### config.mk
export PLATFORM = sky130hd
export DESIGN_NAME = controle_medida
export DESIGN_NICKNAME = d
export VERILOG_FILES = /design/src/rtl/controle_medida.sv
export SDC_FILE = /design/constraint.sdc
export NUM_CORES = 1
export LEC_CHECK = 0
export ABC_AREA = 0
export CORE_MARGIN = 2
export CORE_UTILIZATION = 40
export DETAILED_ROUTE_END_ITERATION = 16
export SYNTH_ARGS = -nofsm -noshare
export SYNTH_HDL_FRONTEND = slang
export SYNTH_SLANG_ARGS = --single-unit
### constraint.sdc
create_clock -name clk_controle -period 3.1 [get_ports clk_controle]
set_input_delay 0.31 -clock clk_controle [delete_from_list [all_inputs] [get_ports clk_controle]]
set_output_delay 0.31 -clock clk_controle [all_outputs]
set_load 0.02 [all_outputs]
### src/rtl/controle_medida.sv
// rtl/controle_medida.sv - measurement-sequence controller (limp/hab/arm strobes)
// Optional completed-measurement counter n_medidas enabled by CONTROLE_MEDIDAS_EN.
module controle_medida #(
  parameter int GATE_W      = 16,
  parameter int LIMP_CYC    = 1,
  parameter int LIMPA_CICLO = 1
`ifdef CONTROLE_MEDIDAS_EN
  , parameter int CNT_W     = 16
`endif
) (
  input  logic              clk_controle,
  input  logic              reset,
  input  logic              start,
  input  logic              continuo,
  input  logic              parar,
  input  logic [GATE_W-1:0] tempo_hab,
  output logic              limp,
  output logic              hab,
  output logic              arm,
  output logic              ocupado
`ifdef CONTROLE_MEDIDAS_EN
  , output logic [CNT_W-1:0] n_medidas
`endif
);

  localparam logic [2:0] IDLE     = 3'd0;
  localparam logic [2:0] LIMPA    = 3'd1;
  localparam logic [2:0] ESPERA1  = 3'd2;
  localparam logic [2:0] HABILITA = 3'd3;
  localparam logic [2:0] ESPERA2  = 3'd4;
  localparam logic [2:0] ARMAZENA = 3'd5;

  localparam logic [GATE_W-1:0] ONE       = GATE_W'(1);
  localparam logic [GATE_W-1:0] LIMP_INIT = GATE_W'(LIMP_CYC - 1);

  logic [2:0]        state;
  logic [2:0]        state_nxt;
  logic [GATE_W-1:0] timer;
  logic [GATE_W-1:0] tempo_reg;
  logic [GATE_W-1:0] tempo_load;
  logic              parar_pend;
  logic              repete;

  // A zero gate length would never reach timer==0 cleanly, so it is promoted to one cycle.
  assign tempo_load = (tempo_hab == '0) ? ONE : tempo_hab;
  assign repete     = continuo && !parar_pend && !parar;

  always_comb begin
    state_nxt = state;
    case (state)
      IDLE:     if (start && !parar) state_nxt = LIMPA;
      LIMPA:    if (timer == '0) state_nxt = ESPERA1;
      ESPERA1:  state_nxt = HABILITA;
      HABILITA: if (timer == '0) state_nxt = ESPERA2;
      ESPERA2:  state_nxt = ARMAZENA;
      ARMAZENA: begin
        if (repete) state_nxt = (LIMPA_CICLO != 0) ? LIMPA : ESPERA1;
        else        state_nxt = IDLE;
      end
      default:  state_nxt = IDLE;
    endcase
  end

  // Strobes are registered from the next state so each is high exactly while in its state.
  always_ff @(posedge clk_controle or posedge reset) begin
    if (reset) begin
      state   <= IDLE;
      limp    <= 1'b0;
      hab     <= 1'b0;
      arm     <= 1'b0;
      ocupado <= 1'b0;
    end else begin
      state   <= state_nxt;
      limp    <= (state_nxt == LIMPA);
      hab     <= (state_nxt == HABILITA);
      arm     <= (state_nxt == ARMAZENA);
      ocupado <= (state_nxt != IDLE);
    end
  end

  always_ff @(posedge clk_controle or posedge reset) begin
    if (reset) begin
      timer     <= '0;
      tempo_reg <= '0;
    end else begin
      case (state)
        IDLE: begin
          if (state_nxt == LIMPA) begin
            timer     <= LIMP_INIT;
            tempo_reg <= tempo_load;
          end
        end
        LIMPA:    if (timer != '0) timer <= timer - ONE;
        ESPERA1:  timer <= tempo_reg - ONE;
        HABILITA: if (timer != '0) timer <= timer - ONE;
        ARMAZENA: begin
          if (state_nxt == LIMPA) begin
            timer     <= LIMP_INIT;
            tempo_reg <= tempo_load;
          end else if (state_nxt == ESPERA1) begin
            tempo_reg <= tempo_load;
          end
        end
        default: ;
      endcase
    end
  end

  // A stop request is remembered until the running measurement has been stored.
  always_ff @(posedge clk_controle or posedge reset) begin
    if (reset)                   parar_pend <= 1'b0;
    else if (state_nxt == IDLE)  parar_pend <= 1'b0;
    else if (parar && ocupado)   parar_pend <= 1'b1;
  end

`ifdef CONTROLE_MEDIDAS_EN
  always_ff @(posedge clk_controle or posedge reset) begin
    if (reset)                  n_medidas <= '0;
    else if (state == ARMAZENA) n_medidas <= n_medidas + CNT_W'(1);
  end
`endif

endmodule
---- After elaboration in Yosys (flattened, before gate mapping) ----
Cells that the tools add are included.
word-level totals
  bits in registers ....................... 40
  word-level logic and storage cells ...... 57
  input port bits ......................... 21
  output and inout bits ................... 4
operators by class
  multiplexer cells ....................... 15
  reductions and logical operators ........ 19
  equality and inequality tests ........... 13
  $add $sub $neg .......................... 2
operators with widths
  cell                                                                      count
  16-bit two-way mux                                                        6
  16-bit case mux with 3 select lines                                       1
  16-bit logical NOT                                                        2
  16-bit case mux with 2 select lines                                       1
  16-bit by 1-bit subtractor with 16-bit output (second input constant)     2
  3-bit case mux with 6 select lines                                        1
  16-bit nonzero test                                                       1
  3-bit by 2-bit == test with 1-bit output (second input constant)          4
  3-bit == test (second input constant)                                     3
  3-bit two-way mux                                                         3
  3-bit by 1-bit == test with 1-bit output (second input constant)          2
  3-bit logical NOT                                                         2
  3-bit AND reduction                                                       2
  3-bit nonzero test                                                        2
  1-bit logical AND                                                         4
  2-bit by 1-bit inequality test with 1-bit output (second input constant)  2
  2-bit nonzero test                                                        2
  2-bit OR reduction                                                        2
  1-bit two-way mux                                                         3
  3-bit inequality test (second input constant)                             1
  1-bit logical NOT                                                         2
  2-bit inequality test (second input constant)                             1

---- Depth between registers and ports, before layout ----
Gate-level depths: netlist (run 1).
  word-level depth ........................ 9
  depth in mapped cells ................... 10
  depth with buffers taken out ............ 8

---- Least setup slack after synthesis (run 1) ----
OpenSTA, ideal clock, no wires.
  path kind ............................... register to register
  from .................................... reg state[2]
  to ...................................... reg timer[4]
  buffers on the path ..................... 3
  path slack .............................. 765 ps
  arrival time ............................ 2,214 ps
  library setup time ...................... 121 ps
  stages on the path, launching flop included .. 11
  cell sequence ........................... dfrtp_1 nor2b_1 buf_2 buf_1 clkbuf_1 a21oi_1 ha_1 nand4b_1 mux2i_1 o22ai_1 a22o_1
between the ends
  longest elaborated chain between the ends .. 5
RTL lines
  element                                                            RTL line  source
  start: declaration                                                 36        logic [2:0] state;
  start signal: assignment                                           73        state <= state_nxt;
  3-bit == test, or another cell as far along                        50, 86
  3-bit case mux with 6 select lines                                 50        case (state)
  3-bit by 1-bit == test with 1-bit output                           88, 97
  2-bit by 1-bit inequality test with 1-bit output (no source line)  --
  3-bit AND reduction (no source line)                               --
  end signal: assignment                                             93        LIMPA: if (timer != '0) timer <= timer - ONE;
  end signal: assignment                                             94        ESPERA1: timer <= tempo_reg - ONE;
  end signal: assignment                                             95        HABILITA: if (timer != '0) timer <= timer - ONE;
  end: declaration                                                   38        logic [GATE_W-1:0] timer;
Several ways; a longest one is shown, not always the timed one.
A chain may end at the register's enable or synchronous reset.

---- Final worst setup path (run 1) ----
  from .................................... reg state[2]
  to ...................................... reg timer[14]
The elaborated chain is that of the path after synthesis.

==> impl_metrics.yaml, run 1 <==
logic_synthesis:
  yosysUniqueCellTypes: 58
  synth_top_area_frac: 0.395
  synth_cells: 255
  ys_warn_count: 0
  synth.avg_cell_area_sq_um: 9.93
  synth_nets: 277
  ys_ff_latch: 40
  synth_edf_count: 0
  yosys.area.top_type: "dfrtp_1"
  ys_seq_area_frac: 0.395
  ys.flop_type: "dfrtp_1"
  synthTopCellsByArea: "dfrtp_1, mux2_2, mux2i_1"
  netlist_area_sq_mm: 0.00253
  async_flop_share: 1.00
global_route:
  grt_pass1_wl_microns: 9690
  grt_pass1_vias: 1901
  track_usage: 0.173
  grt_max_degree: 41
  antenna_found_initial: 0
  overflow: 0
placement:
  placed_cells: 350
  port_buffers: 24
  dpl.hpwl_microns: 4280
  place_congestion: 0.824
  pre_cts_ws_ns: 0.587
critical_path:
  crit_buf_inv: 0
  critPathArrivalTime_ns: 2.76
  cp_max_fo: 11
  critPathCaptureType: "flop"
  ff2ff_path_depth: 8
  cp-start-kind: "flop"
  r2r_start: "state[2]$_DFF_PP0_"
  cpMaxStageDelayCell: "nand2b_1"
  cp_cell_sequence: "nand2b_1 > and2_1 > a21oi_1 > ha_1 > nand4_4 > nor2_1 > a222oi_1 > o31ai_1"
  cp.required_ns: 3.31
  reg2reg_slack_ns: 0.55
  path_class: "flop to flop"
  slowest_delay_ns: 0.45
  crit_family: "simple AND/OR/NAND/NOR gates"
  worstReg2RegEnd: "timer[14]$_DFFE_PP0P_"
timing:
  hold_slack_ns: 0.437
  period_needed_ns: 2.55
  setup_viol: 0
  maxSlewHeadroom: 0.544
  fin_ws_ns: 0.553
  worst_slew_pin_slew_ns: 0.683
  drv_slew: 0
  fin_tns_setup_ns: 0
  rsz0062_at_grt: "false"
  timing.final.crit_share: 0.822
  finalClockSkew_ns: 0.00771
  fmax_ghz: 0.393
  finalHoldViolations: 0
routing:
  num_vias: 2006
  drtIter0Drc: 104
  wire_per_inst_microns: 15.9
  routed_via_density: 5.60
  drtPass1Iterations: 4
  antenna_left: 0
  drc: 0
  routed_wl_microns: 5690
clocking:
  numCtsBuffers: 5
  clock_latency_ns: 0.30
  root_buffer: "clkbuf_8"
  h-tree-depth: 2
  clkSlewWorstSetupHoldPaths_ns: 0.08
  cts_tree: "built"
  cts_resized: 0
  clkSinkCount: 40
  post-cts-setup-buffer-count: 0
  cts_hold_buf: 0
  ctsLongestPathBuffers: 2
power_and_ir_drop:
  ir_drop_mv: 0.399
  p_per_area_mw_per_mm2: 764
  leakage_nw: 1.23
layout:
  num_antenna_cells: 0
  fillCellCount: 586
  syn_to_final_growth_pct: 16.6
  instances_no_fill: 358
  layout.area.seq_sq_mm: 0.00100
  drive_above_1_share: 0.166
  multi_input_area_sq_mm: 0.00144
  fin_nets: 304
floorplanning:
  start_util: 0.420
  rows: 28
  die_x_microns: 83.6
  design.core.area_sq_mm: 0.00603
  die-area_sq_mm: 0.00698
  ios: 25
  die_height_microns: 83.6
worst_hold_path:
  hold_class: "input port to asynchronous set/reset pin"
run:
  maxCapViolCount: 0
outcome:
  status: "complete, no violations"
[cells in the mapped netlist, drive strengths merged, types with 3 or more instances]
cell	count
o21ai	11
mux2i	18
nor2	35
o221ai	3
a22o	3
dfrtp	40
nand4	4
buf	9
and2	8
clkbuf	5
mux2	19
nor4	6
inv	3
nand2	19
nor3	7
o31ai	8
nand2b	3
a21oi	10
nor2b	5
[worst register-to-register path, stage by stage, from the launching register on]
cell,delay (ns)
dfrtp_1,0.38
nand2b_1,0.45
and2_1,0.35
a21oi_1,0.14
ha_1,0.27
nand4_4,0.20
nor2_1,0.28
a222oi_1,0.14
o31ai_1,0.25
[metrics by stage]
| step | utilization | area, sq um | total power, mW |
|---|---|---|---|
| floorplan | - | 2530 | 1.66 |
| global placement | 0.475 | 2860 | 1.90 |
| detailed placement | 0.475 | 2860 | 1.91 |
| CTS | 0.490 | 2950 | 2.27 |
| global route | 0.490 | 2950 | 2.43 |
| finish | 0.490 | 2950 | 2.25 |
[logic make-up after synthesis]
family          share of synthesized area
simple gates                        0.216
compound gates                      0.165
flops                               0.395
mux                                 0.169
buf+inv                            0.0361
xor+xnor                           0.0138
fa+ha+maj                         0.00494
[where the power goes]
part / internal (mW) / switching [mW]
Combinational: 0.470 / 0.477
Sequential: 0.729 / 0.227
Clock: 0.160 / 0.192
Total: 1.36 / 0.896
[layout make-up]
cell class,count,share of cell area
clock inverter,2,0.00551
clock buffer,6,0.0246
tap,75,0.0318
timing repair buffer,34,0.107
inverter,3,0.00382
multi-input combinational,198,0.488
sequential,40,0.339
[placed cells by master (no fill, tap or decap), drive strengths merged, types with 7 or more instances in the layout]
| master | n |
|---|---|
| buf | 10 |
| mux2i | 18 |
| mux2 | 19 |
| clkdlybuf4s50 | 24 |
| nand2 | 19 |
| o21ai | 11 |
| nor3 | 7 |
| dfrtp | 40 |
| nor2 | 35 |
| o31ai | 8 |
| and2 | 8 |
| a21oi | 10 |
[worst max path at each step]
stage / from / endpoint / slack [ns] / cells past startpoint
2_1_floorplan: state[2]$_DFF_PP0_ / timer[4]$_DFFE_PP0P_ / 0.76 / 10
3_3_place_gp: state[2]$_DFF_PP0_ / timer[12]$_DFFE_PP0P_ / 0.64 / 8
3_5_place_dp: state[2]$_DFF_PP0_ / timer[12]$_DFFE_PP0P_ / 0.59 / 8
4_1_cts: state[2]$_DFF_PP0_ / timer[14]$_DFFE_PP0P_ / 0.56 / 8
5_1_grt: state[2]$_DFF_PP0_ / timer[14]$_DFFE_PP0P_ / 0.33 / 8
6_report: state[2]$_DFF_PP0_ / timer[14]$_DFFE_PP0P_ / 0.55 / 8
[per-layer routing]
metal  GRT usage  vias up  part of all wire
met3      0.0326        7             0.042
met4      0.0440        0             0.012
met2       0.252       45              0.44
met5           0        -                 0
li1            -     1004                 -
met1       0.263      950              0.51
No activity file was read; power rests on OpenSTA's default activity.
==> run 2, diff against run 1 <==
==> constraint.sdc (replaced) <==
create_clock -name clk_controle -period 2.3 [get_ports clk_controle]
set_input_delay 0.23 -clock clk_controle [delete_from_list [all_inputs] [get_ports clk_controle]]
set_output_delay 0.23 -clock clk_controle [all_outputs]
set_load 0.02 [all_outputs]
==> impl_metrics.yaml, run 2 (synthesized netlist as in run 1, its figures left out) <==
power_and_ir_drop:
  ir_drop_mv: 0.558
  p_total_mw: 3.11
  leakage_nw: 1.28
  p_per_area_mw_per_mm2: 1020
run:
  maxCapViolCount: 0
timing:
  drv_slew: 0
  rsz0062_at_grt: "false"
  fin_ws_ns: 0.172
  fin_tns_setup_ns: 0
  hold_slack_ns: 0.373
  setup_viol: 0
  period_needed_ns: 2.13
  finalClockSkew_ns: 0.00360
  worst_slew_pin_slew_ns: 0.627
  maxSlewHeadroom: 0.578
  timing.final.crit_share: 0.925
  finalHoldViolations: 0
  fmax_ghz: 0.470
global_route:
  grt_pass1_vias: 1919
  grt_pass1_wl_microns: 9670
  track_usage: 0.170
  overflow: 0
  grt_max_degree: 41
  antenna_found_initial: 0
layout:
  fin_nets: 314
  syn_to_final_growth_pct: 21.2
  drive_above_1_share: 0.212
  postLayoutCellArea_sq_mm: 0.00307
  final_common_cell: "dfrtp_1"
  instances_no_fill: 367
  utilization: 0.509
  num_antenna_cells: 0
  mostFrequentLayoutCells: "dfrtp_1, nor2_1, clkdlybuf4s50_1"
critical_path:
  slowest_delay_ns: 0.40
  r2r_start: "state[2]$_DFF_PP0_"
  crit_family: "simple AND/OR/NAND/NOR gates"
  critPathArrivalTime_ns: 2.29
  ff2ff_path_depth: 7
  cp_max_fo: 5
  cp_num_cells: 7
  reg2reg_slack_ns: 0.17
  cp.required_ns: 2.47
  crit_buf_inv: 1
  critPathCaptureType: "flop"
  cp_cell_sequence: "buf_4 > nor2b_4 > mux2_2 > or2_4 > nor3_4 > mux2i_1 > o221ai_1"
  worstReg2RegEnd: "timer[12]$_DFFE_PP0P_"
  path_class: "flop to flop"
  cp-start-kind: "flop"
  cpMaxStageDelayCell: "dfrtp_1"
placement:
  postPlaceCellArea_sq_mm: 0.00294
  place_congestion: 0.803
  port_buffers: 24
  dpl.hpwl_microns: 4340
  pre_cts_ws_ns: 0.0817
  placed_cells: 357
routing:
  routed_via_density: 5.69
  antenna_left: 0
  drtIter0Drc: 141
  wire_per_inst_microns: 15.4
  num_vias: 2090
  drc: 0
  drtPass1Iterations: 5
  routed_wl_microns: 5660
floorplanning:
  ios: 25
  rows: 28
  die_x_microns: 83.6
  die-area_sq_mm: 0.00698
  start_util: 0.420
  die_height_microns: 83.6
  design.core.area_sq_mm: 0.00603
clocking:
  clkSinkCount: 40
  root_buffer: "clkbuf_8"
  clock_latency_ns: 0.29
  numCtsBuffers: 5
  h-tree-depth: 2
  cts_hold_buf: 0
  ctsLongestPathBuffers: 2
  cts_tree: "built"
  clkSlewWorstSetupHoldPaths_ns: 0.08
outcome:
  status: "complete, no violations"
worst_hold_path:
  hold_class: "input port to asynchronous set/reset pin"
-- run 2: worst max path at each step --
stage                     slack (ns)               endpoint          startpoint
after global placement          0.13   timer[9]$_DFFE_PP0P_               start
after CTS                       0.07  timer[12]$_DFFE_PP0P_  state[2]$_DFF_PP0_
after detailed placement        0.08  timer[12]$_DFFE_PP0P_  state[2]$_DFF_PP0_
after floorplan                 0.03  timer[14]$_DFFE_PP0P_  state[0]$_DFF_PP0_
after global routing            0.03  timer[12]$_DFFE_PP0P_  state[2]$_DFF_PP0_
final                           0.17  timer[12]$_DFFE_PP0P_  state[2]$_DFF_PP0_
-- run 2: area by class of cell --
cell class / count / area (sq um)
clock buffers: 5 / 68.8
clock inverters: 2 / 12.5
repair buffers: 44 / 415
well taps: 75 / 93.8
flip-flops and latches: 40 / 1000
inverters: 3 / 11.3
fillers: 588 / 2960
multi-input cells: 198 / 1460
-- run 2: metal layers --
metal,share of wire,routed length [microns],global-route usage
met5,0,0,0
met4,0.0097,55,0.0352
met3,0.039,219,0.0297
met2,0.44,2490,0.261
met1,0.51,2890,0.253
-- run 2: repair_timing --
action | CTS | global route
gates resized for setup | 0 | 6
buffers inserted | 0 | 3
endpoints found under the setup margin | 0 | 4
endpoints found under the hold margin | 0 | 0
-- run 2: worst min-delay path: stages --
cell and delay [ns]:
clkdlybuf4s50_1 0.40, inv_1 0.06, buf_4 0.43
-- run 2: power breakdown --
part,internal [mW],switching (mW),leakage [nW],total (mW)
logic,0.704,0.683,0.750,1.39
clock network,0.206,0.252,0.0400,0.457
registers,0.982,0.286,0.493,1.27
